==> src/rtl/acondicionador_botones.sv <==
// acondicionador_botones: per-channel 2-flop synchronizer and debounce FSM giving a clean level and a press pulse.
// Optional macro AUTOREPEAT_EN adds hold-to-repeat pulses on the channels selected by REP_MASK.
module acondicionador_botones #(
   parameter int               N_BTN      = 4,
   parameter int               DEB_CYCLES = 500000,
   parameter int               CNT_W      = 20,
   parameter int               REP_DELAY  = 25000000,
   parameter int               REP_PERIOD = 10000000,
   parameter logic [N_BTN-1:0] REP_MASK   = N_BTN'(2'b11)
) (
   input  logic             Clock,
   input  logic             reset,
   input  logic [N_BTN-1:0] btn_raw,
   output logic [N_BTN-1:0] nivel,
   output logic [N_BTN-1:0] pulso
);

   localparam logic [1:0] SUELTO     = 2'd0;
   localparam logic [1:0] VALIDA_ON  = 2'd1;
   localparam logic [1:0] PRESIONADO = 2'd2;
   localparam logic [1:0] VALIDA_OFF = 2'd3;

   localparam logic [CNT_W-1:0] DEB_LAST = CNT_W'(DEB_CYCLES - 1);

   if (DEB_CYCLES < 2 || (2 ** CNT_W) <= DEB_CYCLES || REP_PERIOD < 1 || REP_PERIOD > REP_DELAY)
   begin : g_param_check
      $error("acondicionador_botones: inconsistent debounce/repeat parameters");
   end

   logic [N_BTN-1:0] s1_q, s1_d;
   logic [N_BTN-1:0] s2_q, s2_d;

   always_comb begin
      s1_d = btn_raw;
      s2_d = s1_q;
   end

   always_ff @(posedge Clock or negedge reset) begin
      if (!reset) begin
         s1_q <= '0;
         s2_q <= '0;
      end else begin
         s1_q <= s1_d;
         s2_q <= s2_d;
      end
   end

   for (genvar gi = 0; gi < N_BTN; gi++) begin : g_ch
      logic [1:0]       state_q, state_d;
      logic [CNT_W-1:0] cnt_q, cnt_d;
      logic             nivel_q, nivel_d;
      logic             pulso_q, pulso_d;
      logic             press;
      logic             rep_pulse;

      always_comb begin
         state_d = state_q;
         cnt_d   = cnt_q;
         nivel_d = nivel_q;
         press   = 1'b0;
         case (state_q)
            SUELTO: begin
               cnt_d = '0;
               if (s2_q[gi]) state_d = VALIDA_ON;
            end
            VALIDA_ON: begin
               if (!s2_q[gi]) begin
                  state_d = SUELTO;
                  cnt_d   = '0;
               end else if (cnt_q == DEB_LAST) begin
                  state_d = PRESIONADO;
                  cnt_d   = '0;
                  nivel_d = 1'b1;
                  press   = 1'b1;
               end else begin
                  cnt_d = cnt_q + CNT_W'(1);
               end
            end
            PRESIONADO: begin
               cnt_d = '0;
               if (!s2_q[gi]) state_d = VALIDA_OFF;
            end
            default: begin
               // VALIDA_OFF: a return to 1 before the count completes is a release glitch
               if (s2_q[gi]) begin
                  state_d = PRESIONADO;
                  cnt_d   = '0;
               end else if (cnt_q == DEB_LAST) begin
                  state_d = SUELTO;
                  cnt_d   = '0;
                  nivel_d = 1'b0;
               end else begin
                  cnt_d = cnt_q + CNT_W'(1);
               end
            end
         endcase
      end

`ifdef AUTOREPEAT_EN
      if (REP_MASK[gi]) begin : g_rep
         localparam int RCNT_W = $clog2(REP_DELAY) + 1;
         logic [RCNT_W-1:0] rcnt_q, rcnt_d;
         logic              rep_fire;

         // Counts hold time while the debounced level stays high; reloads so later repeats are REP_PERIOD apart.
         always_comb begin
            rcnt_d   = '0;
            rep_fire = 1'b0;
            if (!press && nivel_q && nivel_d) begin
               if (rcnt_q == RCNT_W'(REP_DELAY - 1)) begin
                  rep_fire = 1'b1;
                  rcnt_d   = RCNT_W'(REP_DELAY - REP_PERIOD);
               end else begin
                  rcnt_d = rcnt_q + RCNT_W'(1);
               end
            end
         end

         always_ff @(posedge Clock or negedge reset) begin
            if (!reset) rcnt_q <= '0;
            else        rcnt_q <= rcnt_d;
         end

         assign rep_pulse = rep_fire;
      end else begin : g_norep
         assign rep_pulse = 1'b0;
      end
`else
      assign rep_pulse = 1'b0;
`endif

      assign pulso_d = press | rep_pulse;

      always_ff @(posedge Clock or negedge reset) begin
         if (!reset) begin
            state_q <= SUELTO;
            cnt_q   <= '0;
            nivel_q <= 1'b0;
            pulso_q <= 1'b0;
         end else begin
            state_q <= state_d;
            cnt_q   <= cnt_d;
            nivel_q <= nivel_d;
            pulso_q <= pulso_d;
         end
      end

      assign nivel[gi] = nivel_q;
      assign pulso[gi] = pulso_q;
   end

endmodule

==> config.mk <==
export PLATFORM = sky130hd
export DESIGN_NAME = acondicionador_botones
export DESIGN_NICKNAME = d
export VERILOG_FILES = /design/src/rtl/acondicionador_botones.sv
export SDC_FILE = /design/constraint.sdc
export NUM_CORES = 1
export LEC_CHECK = 0
export CORE_MARGIN = 2
export CORE_UTILIZATION = 45
export DETAILED_ROUTE_END_ITERATION = 10
export GPL_ROUTABILITY_DRIVEN = 0
export PLACE_DENSITY_LB_ADDON = 0.25
export SLEW_MARGIN = 10
export SYNTH_ARGS = -nofsm -noshare
export SYNTH_HDL_FRONTEND = slang
export SYNTH_SLANG_ARGS = --single-unit
==> constraint.sdc <==
create_clock -name Clock -period 2.22 [get_ports Clock]
set_clock_uncertainty 0.1 [all_clocks]
set_input_delay 0.444 -clock Clock [delete_from_list [all_inputs] [get_ports Clock]]
set_output_delay 0.444 -clock Clock [all_outputs]
set_load 0.02 [all_outputs]
==> results.json <==
{
  "status": "complete, no violations",
  "clock-sinks": 104,
  "finalHoldViolations": 0,
  "hp-class": "reg -> reg",
  "power.static_leakage_nw": 2.42,
  "max_slew_margin_pct": 70.2,
  "drv_cap": 0,
  "nets": 574,
  "max-vdd-ir-drop_mv": 0.540,
  "finalMaxSlewViolations": 0,
  "synth_common_cells": "dfrtp_1 (104), nor2_1 (102), xnor2_1 (45)",
  "top_layer": "met4",
  "tns_ns": 0,
  "syn_nets": 559,
  "io_pins": 14,
  "drt_first_pass_iters": 6,
  "grt_pass1_wl_mm": 16.6,
  "crit_chain": "ha_1, and4_1, nand4_1, or4_4, or4b_1, nand4_1",
  "cts_tree": "done",
  "power_w": 0.00463,
  "power_switching_w": 0.00139,
  "cp-start-kind": "flip-flop",
  "io_buffers": 13,
  "period_needed_ns": 2.09,
  "numCtsBuffers": 9,
  "antenna_found_initial": 0,
  "synth_edf_count": 0,
  "clockPowerShare_pct": 35.8,
  "setup_violations": 0,
  "critical_path_depth": 6,
  "initial_utilization_pct": 45.9,
  "die_width_um": 112,
  "grt-ovfl-total": 0,
  "p_int_w": 0.00324,
  "grt_use_total_pct": 16.0,
  "synth-async-reset-ratio_pct": 100,
  "worstReg2RegStart": "g_ch[0].cnt_q[0]$_DFF_PN0_",
  "root_buffer": "clkbuf_16",
  "yosys_warnings": 0,
  "wl_per_cell_um": 13.1,
  "wl_met2_mm": 4.34,
  "drt_iter0_drc": 195,
  "worstRegToRegCells": 6,
  "clock.fmax_mhz": 479,
  "cp_num_buf_inv": 0,
  "ys_seq_area_share_pct": 49.9,
  "worstPathRequired_ns": 2.41,
  "p_per_area_nw_per_um2": 790,
  "diodes": 0,
  "drive_gt1_share_pct": 7.00,
  "rsz0062_at_grt": "no",
  "die_area_um2": 12500,
  "cp_max_fo": 8,
  "syn_to_final_growth_pct": 12.4,
  "core_um2": 11400,
  "fin_crit_sh_pct": 94.0,
  "crit_arrival_ns": 2.27,
  "routed_via_density": 5.30,
  "syn_area_per_cell_um2": 9.71,
  "synth.area.top_cells": "dfrtp_1 (50%), xnor2_1 (7.6%), nor2_1 (7.3%), xor2_1 (4.7%), ha_1 (3.8%)",
  "reg2reg_slack_ns": 0.13,
  "vias": 3708,
  "path_clk_slew_ns": 0.07,
  "sequentialPowerShare_pct": 45.5,
  "synth_top_flop_cell": "dfrtp_1",
  "clk_path_buf_depth": 2,
  "h-tree-depth": 3,
  "crit_path_frequent_cell": "nand4_1",
  "synth_seq_cells": 104,
  "dr_wl_met3_um": 230,
  "first_global_vias": 3646,
  "power_frac_comb_pct": 18.7,
  "worstMarginPinSlew_ns": 0.447,
  "postCtsSetupBuffers": 0,
  "worst_setup_path_end_kind": "flip-flop",
  "cp_top_family": "simple AND/OR/NAND/NOR gates",
  "clk_latency_ns": 0.35,
  "dpl.hpwl_mm": 6.22,
  "grt_max_degree": 40,
  "syn-cell-area_um2": 5220,
  "drt_drc_violations_left": 0,
  "synth.top_cell.area_share_pct": 49.9,
  "synth_cell_type_count": 42,
  "drt.antenna.violating_nets": 0,
  "drt-met1-wl_mm": 4.49,
  "wl_mm": 9.20,
  "rows": 39,
  "synth_top_area_cell": "dfrtp_1",
  "slowest_stage": "or4b_1",
  "yosysMostFrequentCell": "dfrtp_1",
  "sw_frac_of_total_pct": 30.0,
  "chipHeight_um": 112,
  "worstSetupPathType": "reg -> reg",
  "critical_path.max_stage_delay_ns": 0.49,
  "crit_start": "g_ch[0].cnt_q[0]$_DFF_PN0_",
  "synth_cells": 537
}
stage by stage:
stage	hold slack [ns]	util, %	cells	setup slack [ns]	area, um^2
finish	0.250	51.6	700	0.134	5860
global route	0.268	51.6	700	0.0119	5860
CTS	0.254	51.5	700	0.0415	5850
detailed placement	0.236	48.6	683	0.0560	5530
global placement	0.233	48.6	683	0.108	5530
floorplan	0.0484	-	537	0.0797	5220
logic make-up (layout without fill, tap and decap cells):
kind of cell	Yosys count	in the layout	share of synthesized area, %
fa+ha+maj	16	16	3.84
buf+inv	41	61	3.65
xor+xnor	73	73	12.3
simple gates	271	271	25.6
mux	8	8	1.58
compound gates	24	24	3.17
flops	104	104	49.9
power groups by stage:
stage               Clock [W]  Combinational, W  Sequential (W)
global route          0.00178          0.000982         0.00213
CTS                   0.00171          0.000871         0.00211
global placement            0          0.000839         0.00214
detailed placement          0          0.000860         0.00214
finish                0.00166          0.000864         0.00211
floorplan                   0          0.000615         0.00212
cells in the final DEF (no fill, tap or decap), types with 2 or more instances in the layout:
cell | Yosys | final
nor4_1 | 13 | 13
nor2_1 | 102 | 102
nand3b_1 | 2 | 2
or2_2 | 3 | 3
and3_1 | 14 | 14
nand4b_1 | 2 | 2
buf_12 | 0 | 3
clkbuf_16 | 0 | 9
dfrtp_1 | 104 | 104
a21boi_0 | 3 | 3
nand4_1 | 14 | 14
a21oi_1 | 3 | 3
nor2b_1 | 3 | 3
o21ai_0 | 7 | 6
xor2_1 | 28 | 28
nand3_1 | 33 | 33
mux2_2 | 2 | 2
mux2i_1 | 6 | 6
inv_6 | 0 | 4
clkdlybuf4s50_1 | 0 | 12
nor3_1 | 19 | 18
nand2b_1 | 3 | 3
nand2_1 | 39 | 39
ha_1 | 16 | 16
or4_4 | 0 | 2
a211oi_1 | 2 | 2
nor4b_1 | 6 | 6
and4_1 | 8 | 8
inv_1 | 19 | 19
o41ai_1 | 2 | 2
buf_4 | 8 | 10
xnor2_1 | 45 | 45
or3_1 | 3 | 3
what timing repair did:
| item | CTS | global route |
|---|---|---|
| hold buffers | 1 | 0 |
| endpoints found under the hold margin | 30 | 0 |
| endpoints found under the setup margin | 0 | 5 |
| gates resized for setup | 0 | 4 |
worst min-delay path by stage:
stage                      start                         end  slack, ns  cells after the start
2_1_floorplan              reset  asynchronous set/reset pin       0.05                      0
3_3_place_gp   s1_q[0]$_DFF_PN0_           s2_q[0]$_DFF_PN0_       0.23                      0
3_5_place_dp   s1_q[0]$_DFF_PN0_           s2_q[0]$_DFF_PN0_       0.24                      0
4_1_cts        s1_q[0]$_DFF_PN0_           s2_q[0]$_DFF_PN0_       0.25                      0
5_1_grt        s1_q[1]$_DFF_PN0_           s2_q[1]$_DFF_PN0_       0.27                      0
6_report       s1_q[0]$_DFF_PN0_           s2_q[0]$_DFF_PN0_       0.25                      0
worst register-to-register path, delay by kind of cell, from the launching register on:
kind                     cells  cell delay, ns
flip-flops                   1            0.37
adder cells (fa/ha/maj)      1            0.21
AND/OR/NAND/NOR              5            1.35
cell type report:
type	instances	area (um^2)
clock inverters	7	85.1
inverters	19	71.3
multi-input cells	392	2430
well taps	143	179
flip-flops and latches	104	2600
clock buffers	9	225
repair buffers	26	265
fillers	1053	5510
metal layers:
metal  vias to the layer above  track usage [%]
met1                      1810             21.1
li1                       1849                -
met3                        10             3.48
met2                        39             26.3
met4                         0             5.35
met5                         -                0
registers in the layout, indices dropped and copies added (netlist names), named ones only:
register	count
g_ch.nivel_q	4
g_ch.pulso_q	4
g_ch.cnt_q	80
s1_q	4
g_ch.state_q	4
s2_q	4
No activity file was read; power rests on OpenSTA's default activity.
